`src/rtl/pipe_stage_skid_if.sv`:
```
// Valid/ready handshake bundle for an elastic pipeline stage: upstream (in_*) and downstream (out_*) sides.
interface pipe_stage_skid_if #(
   parameter int unsigned WIDTH = 32
);
   logic             in_valid;
   logic             in_ready;
   logic [WIDTH-1:0] in_data;
   logic             out_valid;
   logic             out_ready;
   logic [WIDTH-1:0] out_data;

   // Traffic generator / consumer view
   modport master (
      output in_valid, in_data, out_ready,
      input  in_ready, out_valid, out_data
   );

   // Pipeline stage view
   modport slave (
      input  in_valid, in_data, out_ready,
      output in_ready, out_valid, out_data
   );
endinterface

```
`src/rtl/pipe_stage_skid.sv`:
```
// Elastic pipeline-stage register: main + one-entry skid buffer, registered ready,
// synchronous flush with a saturating count of discarded entries.
module pipe_stage_skid #(
   parameter int unsigned         WIDTH  = 32,
   parameter logic [WIDTH-1:0]    BUBBLE = '0
) (
   input  logic                   clk,
   input  logic                   reset,
   input  logic                   flush,
   pipe_stage_skid_if.slave       bus,
   output logic [1:0]             occupancy,
   output logic [7:0]             drop_cnt
);

   localparam int unsigned CNT_W = 8;
   localparam int unsigned SUM_W = CNT_W + 1;
   localparam logic [CNT_W-1:0] CNT_MAX = '1;

   // Encoding equals the number of held entries, so occupancy is a direct register read.
   typedef enum logic [1:0] {
      EMPTY = 2'd0,
      ONE   = 2'd1,
      FULL  = 2'd2
   } state_e;

   state_e             state_q, state_d;
   logic [WIDTH-1:0]   main_q, main_d;
   logic [WIDTH-1:0]   skid_q, skid_d;
   logic               in_ready_q, in_ready_d;
   logic               out_valid_q, out_valid_d;
   logic [CNT_W-1:0]   drop_q, drop_d;
   logic [SUM_W-1:0]   drop_sum;
   logic               in_fire, out_fire;

   assign in_fire  = bus.in_valid & in_ready_q;
   assign out_fire = out_valid_q & bus.out_ready;

   // Next-state, payload movement and drop accounting
   always_comb begin
      state_d     = state_q;
      main_d      = main_q;
      skid_d      = skid_q;
      drop_d      = drop_q;
      drop_sum    = '0;
      in_ready_d  = 1'b0;
      out_valid_d = 1'b0;

      if (flush) begin
         state_d  = EMPTY;
         main_d   = BUBBLE;
         skid_d   = BUBBLE;
         // out_fire implies at least one held entry, so this never underflows.
         drop_sum = SUM_W'(drop_q) + SUM_W'(state_q) + SUM_W'(in_fire) - SUM_W'(out_fire);
         drop_d   = (drop_sum > SUM_W'(CNT_MAX)) ? CNT_MAX : drop_sum[CNT_W-1:0];
      end else begin
         case (state_q)
            EMPTY: begin
               if (in_fire) begin
                  main_d  = bus.in_data;
                  state_d = ONE;
               end
            end
            ONE: begin
               if (in_fire && out_fire) begin
                  main_d = bus.in_data;
               end else if (in_fire) begin
                  skid_d  = bus.in_data;
                  state_d = FULL;
               end else if (out_fire) begin
                  main_d  = BUBBLE;
                  state_d = EMPTY;
               end
            end
            FULL: begin
               if (out_fire) begin
                  main_d  = skid_q;
                  skid_d  = BUBBLE;
                  state_d = ONE;
               end
            end
            default: begin
               state_d = EMPTY;
               main_d  = BUBBLE;
               skid_d  = BUBBLE;
            end
         endcase
      end

      in_ready_d  = (state_d != FULL);
      out_valid_d = (state_d != EMPTY);
   end

   always_ff @(posedge clk or negedge reset) begin
      if (!reset) begin
         state_q     <= EMPTY;
         main_q      <= BUBBLE;
         skid_q      <= BUBBLE;
         in_ready_q  <= 1'b0;
         out_valid_q <= 1'b0;
         drop_q      <= '0;
      end else begin
         state_q     <= state_d;
         main_q      <= main_d;
         skid_q      <= skid_d;
         in_ready_q  <= in_ready_d;
         out_valid_q <= out_valid_d;
         drop_q      <= drop_d;
      end
   end

   assign bus.in_ready  = in_ready_q;
   assign bus.out_valid = out_valid_q;
   assign bus.out_data  = main_q;
   assign occupancy     = 2'(state_q);
   assign drop_cnt      = drop_q;

endmodule

```
`src/flat_wrapper.sv`:
```
// flat-port wrapper written by rule: the top's interface ports become plain ports
module pipe_stage_skid_flat 
#(
   parameter int unsigned         WIDTH  = 32,
   parameter logic [WIDTH-1:0]    BUBBLE = '0
)
  (clk, reset, flush, occupancy, drop_cnt, bus_in_valid, bus_in_data, bus_out_ready, bus_in_ready, bus_out_valid, bus_out_data);
  pipe_stage_skid_if #(.WIDTH(WIDTH)) bus_i ();
  input  logic clk;
  input  logic reset;
  input  logic flush;
  output logic [1:0] occupancy;
  output logic [7:0] drop_cnt;
  input wire logic [$bits(bus_i.in_valid)-1:0] bus_in_valid;
  input wire logic [$bits(bus_i.in_data)-1:0] bus_in_data;
  input wire logic [$bits(bus_i.out_ready)-1:0] bus_out_ready;
  output wire logic [$bits(bus_i.in_ready)-1:0] bus_in_ready;
  output wire logic [$bits(bus_i.out_valid)-1:0] bus_out_valid;
  output wire logic [$bits(bus_i.out_data)-1:0] bus_out_data;
  assign bus_i.in_valid = bus_in_valid;
  assign bus_i.in_data = bus_in_data;
  assign bus_i.out_ready = bus_out_ready;
  assign bus_in_ready = bus_i.in_ready;
  assign bus_out_valid = bus_i.out_valid;
  assign bus_out_data = bus_i.out_data;
  pipe_stage_skid #(.WIDTH(WIDTH), .BUBBLE(BUBBLE)) u_core (.clk(clk), .reset(reset), .flush(flush), .bus(bus_i), .occupancy(occupancy), .drop_cnt(drop_cnt));
endmodule
```
`config.mk`:
```
export PLATFORM = sky130hd
export DESIGN_NAME = pipe_stage_skid_flat
export DESIGN_NICKNAME = d
export VERILOG_FILES = /design/src/rtl/pipe_stage_skid_if.sv /design/src/rtl/pipe_stage_skid.sv /design/src/flat_wrapper.sv
export SDC_FILE = /design/constraint.sdc
export NUM_CORES = 1
export LEC_CHECK = 0
export ABC_AREA = 1
export BUFFER_PORTS_ARGS = -buffer_cell sky130_fd_sc_hd__buf_2
export CORE_UTILIZATION = 26
export CTS_BUF_LIST = sky130_fd_sc_hd__clkbuf_8
export CTS_CLUSTER_SIZE = 10
export DETAILED_ROUTE_END_ITERATION = 8
export GPL_TIMING_DRIVEN = 0
export PLACE_DENSITY = 0.48
export SLEW_MARGIN = 25
export SYNTH_ARGS = -nofsm -noshare
export SYNTH_HDL_FRONTEND = slang
export SYNTH_SLANG_ARGS = --single-unit
```
`constraint.sdc`:
```
create_clock -name clk -period 2.25 [get_ports clk]
set_input_delay 0.1125 -clock clk [delete_from_list [all_inputs] [get_ports clk]]
set_output_delay 0.1125 -clock clk [all_outputs]
set_load 0.01 [all_outputs]
```
* Word-level counts from Yosys, hierarchy flattened *
Index checks and enable logic that the tools add are counted.

operators by class
  order comparisons = 1
  add/sub/neg operators = 3
  equal/unequal tests = 10
  reductions and logical operators = 5
  muxes and demuxes = 18
  bitwise gates (word level) = 2

operators by type and width
  cell                                                            number
  2-to-1 mux 32 bit                                               8
  case mux 32 bit (3 select lines)                                2
  2-to-1 mux 2 bit                                                6
  adder 8 x 2 -> 9 bit                                            1
  adder 9 x 1 -> 9 bit                                            1
  greater-than comparator 9 x 8 -> 1 bit (second input constant)  1
  inequality test 3 x 2 -> 1 bit (second input constant)          3
  subtractor 9 x 1 -> 9 bit                                       1
  2-to-1 mux 8 bit                                                1
  AND reduction 4 bit                                             2
  case mux 2 bit (3 select lines)                                 1
  inequality test 2 bit (second input constant)                   2
  inequality test 4 x 2 -> 1 bit (second input constant)          1
  inequality test 4 bit (second input constant)                   1
  inequality test 3 bit (second input constant)                   1
  bitwise AND 1 bit                                               2
  == test 2 x 1 -> 1 bit (second input constant)                  1
  == test 2 bit (second input constant)                           1
  zero test 2 bit                                                 1
  nonzero test 2 bit                                              1
  logical AND 1 bit                                               1

word-level totals
  logic and storage cells = 45
  register bits = 76
  output and inout bits = 44

* Longest topological paths before layout *
  word-level depth = 7
  mapped depth = 17
  mapped depth without buffers = 17

* Worst setup path after synthesis *
OpenSTA, ideal clock, no wires.

  kind = flip-flop to flip-flop
  start point = register u_core.out_valid_q (netlist: u_core.bus.out_valid)
  end point = register u_core.drop_q[7] (netlist: u_core.drop_cnt[7])
  required time = 2.133 ns
  path slack = -0.012 ns
  clock period less this slack = 2.262 ns
  data arrival time = 2.145 ns
  stages on the path, launching flop included = 18
  path through = dfrtp_1 > nand2_1 > inv_2 > ha_1 > inv_1 > fa_1 > inv_1 > fa_1 > inv_1 > nand2_1 > nand2_1 > nand3_1 > nand2_1 > nand2_1 > nand2_1 > nand2_1 > nand2_1 > nand2_1

between the ends
  cells in the longest elaborated chain, start to end = 4

RTL lines
  element                                 RTL line                source
  start: declaration                      pipe_stage_skid.sv:30   logic out_valid_q, out_valid_d;
  start signal: assignment                pipe_stage_skid.sv:106  out_valid_q <= out_valid_d;
  bitwise AND 1 bit *                     pipe_stage_skid.sv:36   assign out_fire = out_valid_q & bus.out_ready;
  subtractor 9 x 1 -> 9 bit *             pipe_stage_skid.sv:53   drop_sum = SUM_W'(drop_q) + SUM_W'(state_q) + SUM_W'(in_fire) - SUM_W'(out_fire);
  greater-than comparator 9 x 8 -> 1 bit  pipe_stage_skid.sv:54   drop_d = (drop_sum > SUM_W'(CNT_MAX)) ? CNT_MAX : drop_sum[CNT_W-1:0];
  2-to-1 mux 8 bit *                      pipe_stage_skid.sv:54
  end signal: assignment                  pipe_stage_skid.sv:107  drop_q <= drop_d;
  end: declaration                        pipe_stage_skid.sv:31   logic [CNT_W-1:0] drop_q, drop_d;

Every way passes the cells marked *; elsewhere a longest branch is shown, timed or not.
A chain may end at the register's enable or synchronous reset.

* Final worst setup path *
  start point = register u_core.out_valid_q (netlist: u_core.bus.out_valid)
  end point = register u_core.drop_q[1] (netlist: u_core.drop_cnt[1])

The elaborated chain is that of the path after synthesis.

==> impl_results.md <==
* Fill count at between 1500 and 2000
* Primary FF master, synth: dfrtp_1
* Avg Cell Area, Syn at 7.57 µm²
* First-pass GRT wire length at 18800 µm
* Fin. Hold Viols at 0
* Critical Path Sink Type: flop
* Compound-Gate Fraction of Synth Area at 0.143
* CP Max Fanout at 3
* Final Skew at approximately 0.0091 ns
* CTS Buf Count at 9
* Share of layout cells above drive strength 1 at 0.245
* Max Transition Viols Final at 0
* CTS tree: done
* Row count at 45
* Worst-path clk slew at approximately 0.08 ns
* Worst Path Arrival at 2.44 ns
* Crit Reg-Reg Startpoint: u_core.bus.out_valid
* Placeable core area at approximately 0.015 mm²
* Ys async rst share at 1.00
* R2R depth at 16
* Die area at around 0.017 mm²
* Final Critical Period at between 2 and 2.5 ns
* Synth top area share at 0.457
* DR WL/cell at roughly 13 µm
* Final WS setup at between 0.06 and 0.07 ns
* Xor/xnor share of the synthesized area at 0
* Dpl cells at about 840
* Die X at approximately 130 µm
* Status: finished clean
* Synth Instances at 550
* Power Density at slightly below 1000 mW/mm²
* Simple logic cell fraction of the synthesized area at 0.230
* Most frequent cell after synthesis: nand2_1
* Post-synth cell types at 26
* R2R setup slack at around 0.065 ns
* Seq. cell area at 0.00190 mm²
* Sequential-to-total area share from yosys stat at 0.457
* CP top delay family: adder cells
* Startpoint class of the critical path: flop
* Worst-Margin Slew at ~0.55 ns
* DP Worst Slack at -0.263 ns
* DR vias at 3771
* Ant. Diodes at 0
* Final ANT Viol Nets at 0
* 1st-iter DRT viols at 235
* Synth cell count leaders: 138 x nand2_1, 98 x inv_1, 76 x dfrtp_1, 49 x o21ai_1, 47 x nand3_1
* Maximum vdd ir drop at ~330 µV
* CP max stage cell: dfrtp_1
* Initial Utilization at 0.270
* Vias in the first global route at 3835
* Achievable Freq at around 460 MHz
* Yosys top cell by area: dfrtp_1
* Non-Filler Instances at between 800 and 900
* # setup viols final at 0
* Largest net degree at the start of global routing at 43
* Crit path from: u_core.bus.out_valid
* Post-Route WL at between 10000 and 15000 µm
* Reg2reg end: u_core.drop_cnt[1]
* HP Start: bus_in_data[31]
* RePlAce Congestion at approximately 0.8
* Die span in y at roughly 130 µm
* Max clock buf depth at 2
* CP Buf/Inv Count at 5
* Final Net Count at around 720
* Syn. warnings at 0
* Synth area leaders: dfrtp_1 46%, nand2_1 12%, inv_1 8.8%
* Area of the multi-input gates at roughly 0.0018 mm²
* Post-synth EDFFs at 0
* Yosys reg bits at 76
* Multiplexer area fraction after synthesis at 0
* Remaining global-route overflow at 0
* # IOs at 81
* Largest family of logic cells by synthesized area: simple AND/OR/NAND/NOR gates
* Synth Area in Adders at 0.0367
* Final Cycle Share at 0.971
* WP data required at 2.50 ns
* RSZ-0062 raised after global routing: true
* Worst hold path type: in2reg
* CTS Sinks at 76
* Detailed placer's ending HPWL at 8130 µm
* Hold Path End: u_core.skid_q[31]
* Slew HR at 0.631
* Syn nets at 598
* Area growth syn-to-layout at 28.6%
* Max stage delay on crit path at about 0.39 ns
* DRT Pass-1 Iters at 4
* Vias per cell at 4.27
* CP Class: reg2reg
* MaxCap Viol Count at 0
* Hold depth at 3
* CP cell instances: nand2_2 > inv_4 > ha_4 > inv_2 > fa_2 > inv_2 > fa_2 > inv_2 > nand2_2 > nand2_4 > nand3_4 > nand2_2 > nand2_2 > nand2_4 > o21bai_1 > inv_1
* Leak at roughly 2.7 nW
* DRC Markers at 0
* Initial antenna violation count at 0
* CTS root buffer: clkbuf_8
* H-tree level count at 3
* Cell repeated most along the worst path: nand2_2
* Clk_lat worst skew at ~0.37 ns
* Netlist Area Pre-Place at roughly 0.0042 mm²
* All-Layer GR Usage at 0.147
* Input/output buffers at 80
[stage by stage]
stage               hold WS (ns)  setup TNS (ns)   util  cell area, µm²  power [mW]
finish                    0.0181               0  0.347            5360        5.24
global route             0.00654          -0.399  0.347            5360        5.72
CTS                     0.000449               0  0.343            5290        5.19
detailed placement         0.150           -1.67  0.315            4850        4.01
global placement           0.382           -1.14  0.313            4830        3.96
floorplan                 -0.183               0      -            4170        3.32
[worst register-to-register path, cell delays in order (launching register included)]
cell and delay [ns]:
dfrtp_1 0.39, nand2_2 0.11, inv_4 0.05, ha_4 0.26, inv_2 0.03, fa_2 0.34, inv_2 0.07, fa_2 0.19
inv_2 0.04, nand2_2 0.07, nand2_4 0.07, nand3_4 0.08, nand2_2 0.07, nand2_2 0.09, nand2_4 0.06, o21bai_1 0.12
inv_1 0.05
[where the power goes]
| part | internal, mW | total, mW | switching, mW |
|---|---|---|---|
| clock network | 0.501 | 1.04 | 0.538 |
| logic | 0.896 | 2.42 | 1.53 |
| registers | 1.61 | 1.77 | 0.160 |
| total | 3.01 | 5.24 | 2.22 |
[repair_timing]
action	4_1_cts	5_1_grt
cloned	0	0
hold buffers	20	0
setup buffers	2	4
resized for setup	12	9
setup endpoints to repair	8	8
endpoints found under the hold margin	60	0
pin swaps	4	8
[how the worst max path moves through the flow]
stage / end / cells after the start / slack [ns]
2_1_floorplan: u_core.drop_cnt[7] / 17 / 0.009
3_3_place_gp: u_core.drop_cnt[7] / 17 / -0.19
3_5_place_dp: u_core.drop_cnt[7] / 17 / -0.26
4_1_cts: u_core.drop_cnt[7] / 17 / 0.001
5_1_grt: u_core.drop_cnt[7] / 16 / -0.08
6_report: u_core.drop_cnt[1] / 16 / 0.07
[kinds of logic (layout without fill, tap and decap cells)]
family | after synthesis | after routing
buf+inv | 133 | 256
compound gates | 108 | 108
simple gates | 222 | 222
fa+ha+maj | 11 | 11
flops | 76 | 76
[routing by layer]
layer,vias up,part of all wire,wire length [µm],GRT usage
met2,83,0.46,5150,0.241
met5,-,0,0,0
li1,1930,-,-,-
met4,0,0.021,241,0.0616
met3,17,0.041,459,0.0262
met1,1741,0.48,5420,0.191
[final cells by class]
class	count	area share
Clock inverter	7	0.0112
Clock buffer	9	0.0231
Inverter	107	0.0757
Buffer	26	0.0290
Multi-Input combinational cell	341	0.332
Timing Repair Buffer	107	0.125
Sequential cell	76	0.355
Tap cell	211	0.0493
[state kept, by name, summed over array words and instances (netlist names)]
| signal | flops |
|---|---|
| u_core.bus.in_ready | 1 |
| u_core.occupancy | 2 |
| u_core.drop_cnt | 8 |
| u_core.bus.out_valid | 1 |
| u_core.bus.out_data | 32 |
| u_core.skid_q | 32 |
[placed cells by master (no fill, tap or decap), types with 5 or more instances in the layout]
| cell type | count |
|---|---|
| o21ai_2 | 11 |
| nand2_2 | 16 |
| inv_1 | 98 |
| nor2_1 | 19 |
| o21ai_1 | 49 |
| dlygate4sd3_1 | 20 |
| buf_2 | 83 |
| buf_4 | 11 |
| clkbuf_8 | 9 |
| inv_2 | 10 |
| o21ai_0 | 40 |
| clkbuf_1 | 10 |
| a21oi_1 | 6 |
| nand3_1 | 45 |
| buf_6 | 5 |
| dfrtp_1 | 76 |
| ha_1 | 8 |
| nand2_1 | 130 |
Power figures use the tool's default switching activity.
